## src/rtl/mha_pkg.sv

```systemverilog
// Definitions shared by the attention tile sequencer and bram_manager:
// matrix-select codes, tile index/count widths and the sequencer state encoding.
package mha_pkg;

   localparam int TILE_IDX_W = 6;
   localparam int TILE_CNT_W = TILE_IDX_W + 1;

   localparam logic [1:0] SEL_Q = 2'b00;
   localparam logic [1:0] SEL_K = 2'b01;
   localparam logic [1:0] SEL_V = 2'b10;
   localparam logic [1:0] SEL_O = 2'b11;

   typedef enum logic [2:0] {
      IDLE,
      RD_REQ,
      RD_WAIT,
      CALC_REQ,
      CALC_WAIT,
      WR_REQ,
      WR_WAIT,
      FIN
   } state_t;

endpackage

```

## src/rtl/attn_tile_seq.sv

```systemverilog
// Tile sequencer: for each tile, loads Q, K and V from bram_manager, runs the
// compute engine, writes the O tile back, and pulses O_DONE after the last tile.
module attn_tile_seq
   import mha_pkg::*;
#(
   parameter int MAX_TILES = 64
)
(
   input  logic                  I_CLK,
   input  logic                  I_RST_N,
   input  logic                  I_START,
   input  logic [TILE_CNT_W-1:0] I_TILE_NUM,
   input  logic                  I_ABORT,
   input  logic                  I_CALC_DONE,
   input  logic                  I_BRAM_VLD,
   input  logic                  I_BRAM_WR_DONE,
   output logic                  O_BRAM_RD_ENA_PULSE,
   output logic                  O_BRAM_WR_ENA_PULSE,
   output logic [7:0]            O_BRAM_SEL,
   output logic                  O_LOAD_VLD,
   output logic [1:0]            O_LOAD_SEL,
   output logic                  O_CALC_START,
   output logic [TILE_IDX_W-1:0] O_TILE_IDX,
   output logic                  O_BUSY,
   output logic                  O_DONE
);

   localparam logic [TILE_CNT_W-1:0] MAX_CNT = TILE_CNT_W'(MAX_TILES);

   state_t                  state_reg, state_next;
   logic [TILE_IDX_W-1:0]   idx_reg, idx_next;
   logic [1:0]              mat_reg, mat_next;
   logic [TILE_CNT_W-1:0]   cnt_reg, cnt_next;
   logic [7:0]              sel_reg, sel_next;
   logic                    last_tile;

   assign last_tile = ({1'b0, idx_reg} == (cnt_reg - TILE_CNT_W'(1)));

   always_ff @(posedge I_CLK or negedge I_RST_N) begin
      if (!I_RST_N) begin
         state_reg <= IDLE;
         idx_reg   <= '0;
         mat_reg   <= SEL_Q;
         cnt_reg   <= '0;
         sel_reg   <= '0;
      end else begin
         state_reg <= state_next;
         idx_reg   <= idx_next;
         mat_reg   <= mat_next;
         cnt_reg   <= cnt_next;
         sel_reg   <= sel_next;
      end
   end

   always_comb begin
      state_next          = state_reg;
      idx_next            = idx_reg;
      mat_next            = mat_reg;
      cnt_next            = cnt_reg;
      sel_next            = sel_reg;
      O_BRAM_RD_ENA_PULSE = 1'b0;
      O_BRAM_WR_ENA_PULSE = 1'b0;
      O_LOAD_VLD          = 1'b0;
      O_LOAD_SEL          = SEL_Q;
      O_CALC_START        = 1'b0;
      O_DONE              = 1'b0;

      // Abort overrides everything, including a start in the same cycle.
      if (I_ABORT) begin
         state_next = IDLE;
      end else begin
         case (state_reg)
            IDLE: begin
               if (I_START) begin
                  cnt_next   = (I_TILE_NUM > MAX_CNT) ? MAX_CNT : I_TILE_NUM;
                  idx_next   = '0;
                  mat_next   = SEL_Q;
                  state_next = RD_REQ;
               end
            end
            RD_REQ: begin
               // An empty run is detected here so it finishes without any request.
               if (cnt_reg == '0) begin
                  state_next = FIN;
               end else begin
                  O_BRAM_RD_ENA_PULSE = 1'b1;
                  sel_next            = {mat_reg, idx_reg};
                  state_next          = RD_WAIT;
               end
            end
            RD_WAIT: begin
               O_LOAD_VLD = I_BRAM_VLD;
               O_LOAD_SEL = mat_reg;
               if (I_BRAM_VLD) begin
                  case (mat_reg)
                     SEL_Q:   begin mat_next = SEL_K; state_next = RD_REQ; end
                     SEL_K:   begin mat_next = SEL_V; state_next = RD_REQ; end
                     default: state_next = CALC_REQ;
                  endcase
               end
            end
            CALC_REQ: begin
               O_CALC_START = 1'b1;
               state_next   = CALC_WAIT;
            end
            CALC_WAIT: begin
               if (I_CALC_DONE) state_next = WR_REQ;
            end
            WR_REQ: begin
               O_BRAM_WR_ENA_PULSE = 1'b1;
               sel_next            = {SEL_O, idx_reg};
               state_next          = WR_WAIT;
            end
            WR_WAIT: begin
               if (I_BRAM_WR_DONE) begin
                  if (last_tile) begin
                     state_next = FIN;
                  end else begin
                     idx_next   = idx_reg + TILE_IDX_W'(1);
                     mat_next   = SEL_Q;
                     state_next = RD_REQ;
                  end
               end
            end
            FIN: begin
               O_DONE     = 1'b1;
               state_next = IDLE;
            end
            default: state_next = IDLE;
         endcase
      end
   end

   // sel_next only differs from sel_reg in a request cycle, so the select is
   // valid with the pulse and then held until the next request.
   assign O_BRAM_SEL = sel_next;
   assign O_TILE_IDX = idx_reg;
   assign O_BUSY     = (state_reg != IDLE);

endmodule

```

## config.mk

```make
export PLATFORM = sky130hd
export DESIGN_NAME = attn_tile_seq
export DESIGN_NICKNAME = d
export VERILOG_FILES = /design/src/rtl/mha_pkg.sv /design/src/rtl/attn_tile_seq.sv
export SDC_FILE = /design/constraint.sdc
export NUM_CORES = 1
export LEC_CHECK = 0
export ABC_CLOCK_PERIOD_IN_PS = 3800
export CAP_MARGIN = 20
export CORE_MARGIN = 2
export CORE_UTILIZATION = 31
export DETAILED_ROUTE_END_ITERATION = 8
export PLACE_DENSITY_LB_ADDON = 0.25
export SETUP_SLACK_MARGIN = 0.2
export SLEW_MARGIN = 20
export SYNTH_ARGS = -nofsm -noshare
export SYNTH_HDL_FRONTEND = slang
export SYNTH_SLANG_ARGS = --single-unit
```

## constraint.sdc

```tcl
create_clock -name I_CLK -period 3.8 [get_ports I_CLK]
set_input_delay 0.38 -clock I_CLK [delete_from_list [all_inputs] [get_ports I_CLK]]
set_output_delay 0.38 -clock I_CLK [all_outputs]
set_load 0.03 [all_outputs]
```

==> impl_metrics.env, run 1 <==
export IMPL_cts_hold_buf=0
export IMPL_path_cells="clkdlybuf4s50_1 -> nand2b_1 -> or3_1 -> a21o_1 -> a22o_1 -> a22o_1 -> clkdlybuf4s50_1"
export IMPL_post_cts_resized=0
export IMPL_seqPwrFrac_pct=43.0
export IMPL_die_y_um=76.1
export IMPL_drt_iter0_markers=68
export IMPL_crit_type="input port to primary output"
export IMPL_grt_pass1_wl_mm=6.30
export IMPL_cellPowerDensity_mw_per_mm2=398
export IMPL_outcome="completed"
export IMPL_ys_seq_area_share_pct=40.4
export IMPL_internal_power_uw=521
export IMPL_crit_required_ns=3.42
export IMPL_cts_clk_slew_worst_paths_ns=0.08
export IMPL_yosysMostFrequentCell="dfrtp_1"
export IMPL_post_cts_buffers=0
export IMPL_num_antenna_cells=0
export IMPL_met2_usage_pct=20.2
export IMPL_tightest_slew_ns=0.507
export IMPL_cp_arrival_ns=2.71
export IMPL_portBuffers=35
export IMPL_grt_max_degree=27
export IMPL_start_kind="input port"
export IMPL_crit_path_end_kind="primary output"
export IMPL_vdd_drop_max_v=0.000175
export IMPL_overflow=0
export IMPL_slew_violations=0
export IMPL_syn2layout_area_growth_pct=27.8
export IMPL_drive_gt1_share_pct=7.39
export IMPL_setup_tns_ns=0
export IMPL_async_flop_share_pct=100
export IMPL_routabilityCongestion=0.906
export IMPL_hold_violations=0
export IMPL_cts_path_max_buffers=2
export IMPL_rows=26
export IMPL_wire_per_inst_um=12.9
export IMPL_ys_top_cells_by_count="26 x dfrtp_1, 17 x nor2_1, 16 x nand2_1"
export IMPL_synth_edf_count=0
export IMPL_rsz0062_at_grt="no"
export IMPL_syn_area_mm2=0.00161
export IMPL_drc=0
export IMPL_grt_use_met3_pct=1.78
export IMPL_fin_skew_ns=0.00159
export IMPL_syn_num_nets=188
export IMPL_dieArea_mm2=0.00579
export IMPL_final_nets=222
export IMPL_cts_buffers=3
export IMPL_pwr_share_clk_pct=18.7
export IMPL_num_io_pins=36
export IMPL_p_sw_uw=299
export IMPL_slowest_stage="clkdlybuf4s50_1"
export IMPL_cap_violations=0
export IMPL_fmaxAchievable_mhz=324
export IMPL_timing_hold_ws_ns=0.476
export IMPL_leakagePower_nw=0.888
export IMPL_clock_latency_ns=0.26
export IMPL_multiInputGateArea_um2=895
export IMPL_root_buffer="clkbuf_8"
export IMPL_grt_use_total_pct=13.3
export IMPL_avgSynthCellArea_um2=9.42
export IMPL_die_w_um=76.1
export IMPL_fin_area_mm2=0.00206
export IMPL_reg2reg_depth=9
export IMPL_ff_latch_area_um2=651
export IMPL_via_per_inst=4.83
export IMPL_dr_pass1_iters=4
export IMPL_core_mm2=0.00507
export IMPL_met1_usage_pct=19.3
export IMPL_hold_path_class="input port to async pin"
export IMPL_netlist_area_leader_share_pct=40.4
export IMPL_place_area_mm2=0.00202
export IMPL_combPwrFrac_pct=38.3
export IMPL_routed_via_count=1318
export IMPL_synthDistinctLibCells=47
export IMPL_yosys_warnings=0
export IMPL_synth_cells=171
export IMPL_largest_reg_flops=8
export IMPL_clock_sinks=26
export IMPL_synth_seq_cells=26
export IMPL_switching_share_pct=36.5
export IMPL_place_hpwl_mm=2.67
export IMPL_setup_viol=0
export IMPL_htreeDepth=1
export IMPL_min_period_ns=3.09
export IMPL_fillers=548
export IMPL_cp_max_fo=8
export IMPL_wl_mm=3.53
export IMPL_start_util_pct=31.7
export IMPL_cts_tree="built"
export IMPL_grt_pass1_vias=1286
export IMPL_yosys_area_top_type="dfrtp_1"
export IMPL_busiest_layer="met2"
export IMPL_ys_flop_type="dfrtp_1"
export IMPL_slowest_delay_ns=0.59
export IMPL_antenna_found_initial=0
export IMPL_netlist_top_cells_area="dfrtp_1 40%, mux2_1 4.2%, nor2_1 4.0%, nand2_1 3.7%, a22o_1 2.7%"
export IMPL_slew_headroom_pct=66.2
export IMPL_post_route_period_util_pct=81.2
export IMPL_ant_nets=0
-- per-layer routing --
layer | up-vias | part of all wire (%)
li1 | 680 | -
met1 | 602 | 49
met5 | - | 0
met4 | 0 | 1.7
met2 | 32 | 45
met3 | 4 | 3.9
-- power groups by stage --
| stage | Sequential [mW] | Clock (mW) | Combinational [mW] |
|---|---|---|---|
| 3_3_place_gp | 0.359 | 0 | 0.314 |
| 4_1_cts | 0.353 | 0.161 | 0.317 |
| 2_1_floorplan | 0.338 | 0 | 0.243 |
| 6_report | 0.352 | 0.153 | 0.314 |
| 5_1_grt | 0.362 | 0.170 | 0.347 |
| 3_5_place_dp | 0.358 | 0 | 0.316 |
-- kinds of logic after synthesis --
kind of cell	synth area share [%]
xor+xnor	4.89
buf+inv	4.04
compound gates	18.3
flops	40.4
mux	6.37
fa+ha+maj	2.33
simple gates	23.6
-- cell type report --
type | instances | area share, %
inverter | 5 | 0.912
tap | 70 | 4.26
multi-input combinational | 132 | 43.5
timing repair buffer | 37 | 17.8
sequential | 26 | 31.6
clock buffer | 3 | 2.01
-- cell usage in the layout, fill, tap and decap left out, drive strengths merged, types with 2 or more instances in the layout --
| cell type | synthesis | final |
|---|---|---|
| nand2b | 6 | 6 |
| nand3 | 4 | 4 |
| nor2 | 18 | 18 |
| buf | 4 | 2 |
| o31ai | 2 | 2 |
| a22o | 5 | 5 |
| inv | 5 | 5 |
| nand4 | 3 | 3 |
| a21oi | 5 | 5 |
| clkdlybuf4s50 | 0 | 35 |
| or3 | 5 | 5 |
| a21o | 2 | 2 |
| dfrtp | 26 | 26 |
| nand2 | 16 | 16 |
| ha | 3 | 3 |
| nor3 | 7 | 7 |
| and3 | 4 | 4 |
| o21ai | 13 | 13 |
| nor4 | 2 | 2 |
| xor2 | 5 | 5 |
| nand3b | 2 | 2 |
| mux2i | 2 | 2 |
| o21a | 2 | 2 |
| mux2 | 7 | 7 |
| clkbuf | 4 | 3 |
| o2bb2ai | 2 | 2 |
| xnor2 | 4 | 4 |
-- metrics by stage --
step / total power [mW] / setup slack (ns) / utilization, % / instances
global placement: 0.673 / 0.762 / 39.7 / 270
finish: 0.819 / 0.714 / 40.6 / 273
global route: 0.879 / 0.575 / 40.6 / 273
CTS: 0.830 / 0.712 / 40.6 / 273
floorplan: 0.581 / 1.52 / - / 171
detailed placement: 0.674 / 0.723 / 39.7 / 270
-- path summary, 6_finish.rpt --
| kind | start | to | slack [ns] |
|---|---|---|---|
| hold / removal | I_RST_N | cnt_reg[2] | 0.48 |
| hold reg to reg | sel_reg[1] | sel_reg[1] | 0.48 |
| setup reg to reg | cnt_reg[0] | O_TILE_IDX[0] | 1.28 |
| max in group asynchronous | I_RST_N | sel_reg[5] | 3.08 |
| setup / recovery | I_ABORT | O_BRAM_SEL[6] | 0.71 |
| min in group I_CLK | sel_reg[1] | sel_reg[1] | 0.48 |
-- critical path, delay by kind of cell --
family                 cells  cell delay (ns)
buffers and inverters      2             1.11
AND/OR/NAND/NOR            2             0.62
AO/OA/AOI/OAI              3             0.59
(Power assumes the default switching activity.)
==> run 2, diff against run 1 <==
--- a/config.mk
+++ b/config.mk
@@ -5,7 +5,7 @@
 export SDC_FILE = /design/constraint.sdc
 export NUM_CORES = 1
 export LEC_CHECK = 0
-export ABC_CLOCK_PERIOD_IN_PS = 3800
+export ABC_CLOCK_PERIOD_IN_PS = 2900
 export CAP_MARGIN = 20
 export CORE_MARGIN = 2
 export CORE_UTILIZATION = 31
==> constraint.sdc (replaced) <==
create_clock -name I_CLK -period 2.9 [get_ports I_CLK]
set_input_delay 0.29 -clock I_CLK [delete_from_list [all_inputs] [get_ports I_CLK]]
set_output_delay 0.29 -clock I_CLK [all_outputs]
set_load 0.03 [all_outputs]
==> impl_metrics.env, run 2 (synthesis results as in run 1) <==
export IMPL_place_hpwl_mm=2.71
export IMPL_slew_headroom_pct=70.8
export IMPL_final_nets=226
export IMPL_min_period_ns=2.53
export IMPL_htreeDepth=1
export IMPL_reg2reg_slack_ns=0.61
export IMPL_root_buffer="clkbuf_8"
export IMPL_vdd_drop_max_v=0.000226
export IMPL_cap_violations=0
export IMPL_cp_arrival_ns=2.24
export IMPL_tightest_slew_ns=0.434
export IMPL_crit_required_ns=2.61
export IMPL_wl_met3_um=121
export IMPL_reg2reg_from="cnt_reg[1]"
export IMPL_slew_violations=0
export IMPL_crit_path_end_kind="primary output"
export IMPL_num_antenna_cells=0
export IMPL_cp_max_fo=6
export IMPL_die_y_um=76.1
export IMPL_core_mm2=0.00507
export IMPL_leakagePower_nw=0.926
export IMPL_fin_util_pct=41.1
export IMPL_dr_pass1_iters=4
export IMPL_rows=26
export IMPL_start_kind="register"
export IMPL_dr_wl_met2_mm=1.66
export IMPL_fin_area_mm2=0.00209
export IMPL_multiInputGateArea_um2=901
export IMPL_reg2reg_depth=9
export IMPL_portBuffers=35
export IMPL_cts_clk_slew_worst_paths_ns=0.09
export IMPL_clock_latency_ns=0.27
export IMPL_drt_iter0_markers=48
export IMPL_drive_gt1_share_pct=10.1
export IMPL_ant_nets=0
export IMPL_cts_hold_buf=0
export IMPL_crit_type="register to primary output"
export IMPL_post_route_period_util_pct=87.1
export IMPL_ff_latch_area_um2=651
export IMPL_grt_use_total_pct=13.1
export IMPL_overflow=0
export IMPL_cts_buffers=3
export IMPL_antenna_found_initial=0
export IMPL_wire_per_inst_um=13.1
export IMPL_hold_violations=0
export IMPL_largest_reg_flops=8
export IMPL_routabilityCongestion=0.884
export IMPL_drc=0
export IMPL_rsz0062_at_grt="no"
export IMPL_grt_pass1_wl_mm=6.13
export IMPL_final_common_cell="clkdlybuf4s50_1"
export IMPL_num_io_pins=36
export IMPL_setup_viol=0
export IMPL_cellPowerDensity_mw_per_mm2=522
export IMPL_start_util_pct=31.7
export IMPL_routed_via_count=1374
export IMPL_die_w_um=76.1
export IMPL_grt_max_degree=27
export IMPL_fillers=537
export IMPL_final_cell_mix="27 x clkdlybuf4s50_1, 26 x dfrtp_1, 17 x nor2_1"
export IMPL_dieArea_mm2=0.00579
export IMPL_fmaxAchievable_mhz=396
export IMPL_drt_met1_wl_mm=1.79
export IMPL_fin_skew_ns=0.00159
export IMPL_outcome="completed"
export IMPL_wl_mm=3.63
export IMPL_cts_tree="built"
export IMPL_r2r_end="O_TILE_IDX[5]"
export IMPL_setup_tns_ns=0
export IMPL_hold_path_class="input port to async pin"
export IMPL_syn2layout_area_growth_pct=29.7
export IMPL_grt_pass1_vias=1250
export IMPL_maxUsedRoutingLayer="met4"
export IMPL_cts_path_max_buffers=2
export IMPL_place_area_mm2=0.00204
export IMPL_via_per_inst=4.96
export IMPL_clock_sinks=26
run 2: cell type report:
| class | count | share of cell area (%) |
|---|---|---|
| multi-input combinational | 132 | 43.1 |
| sequential | 26 | 31.2 |
| timing repair buffer | 41 | 18.6 |
| tap | 70 | 4.19 |
| clock buffer | 3 | 1.98 |
| inverter | 5 | 0.899 |
run 2: timing repair:
action,CTS,global route
hold endpoints to repair,0,0
buffers inserted,0,1
setup endpoints to repair,8,6
gates resized for setup,9,5
run 2: stage by stage:
step | hold slack, ns | setup WS [ns] | instances | power, mW
detailed placement | 0.473 | 0.161 | 273 | 0.896
floorplan | -0.00559 | 0.622 | 171 | 0.762
finish | 0.386 | 0.374 | 277 | 1.09
global route | 0.424 | 0.239 | 277 | 1.17
CTS | 0.397 | 0.241 | 276 | 1.10
global placement | 0.466 | 0.181 | 273 | 0.895
run 2: worst max-delay path by stage:
stage                from       endpoint  slack, ns  cells after the start
3_3_place_gp      I_ABORT  O_BRAM_SEL[1]       0.18                      6
4_1_cts        cnt_reg[0]  O_BRAM_SEL[5]       0.24                      7
3_5_place_dp      I_ABORT  O_BRAM_SEL[5]       0.16                      6
2_1_floorplan  cnt_reg[0]  O_TILE_IDX[0]       0.62                      8
6_report       cnt_reg[1]  O_BRAM_SEL[2]       0.37                      7
5_1_grt        cnt_reg[1]  O_BRAM_SEL[4]       0.24                      7
run 2: report_power, final:
group | internal (mW) | switching [mW]
registers | 0.406 | 0.0463
logic | 0.189 | 0.243
clock network | 0.0931 | 0.113
total | 0.688 | 0.401
run 2: critical path: stages, from the launching register on:
cell           delay [ns]
dfrtp_1              0.38
inv_1                0.08
ha_1                 0.19
and4b_2              0.26
nand2_1              0.10
and3_4               0.25
mux2_1               0.34
dlygate4sd2_1        0.36
run 2: layer usage:
layer	up-vias	global-route usage, %
li1	693	-
met1	647	18.6
met2	30	20.2
met3	4	1.90
met4	0	4.91
met5	-	0
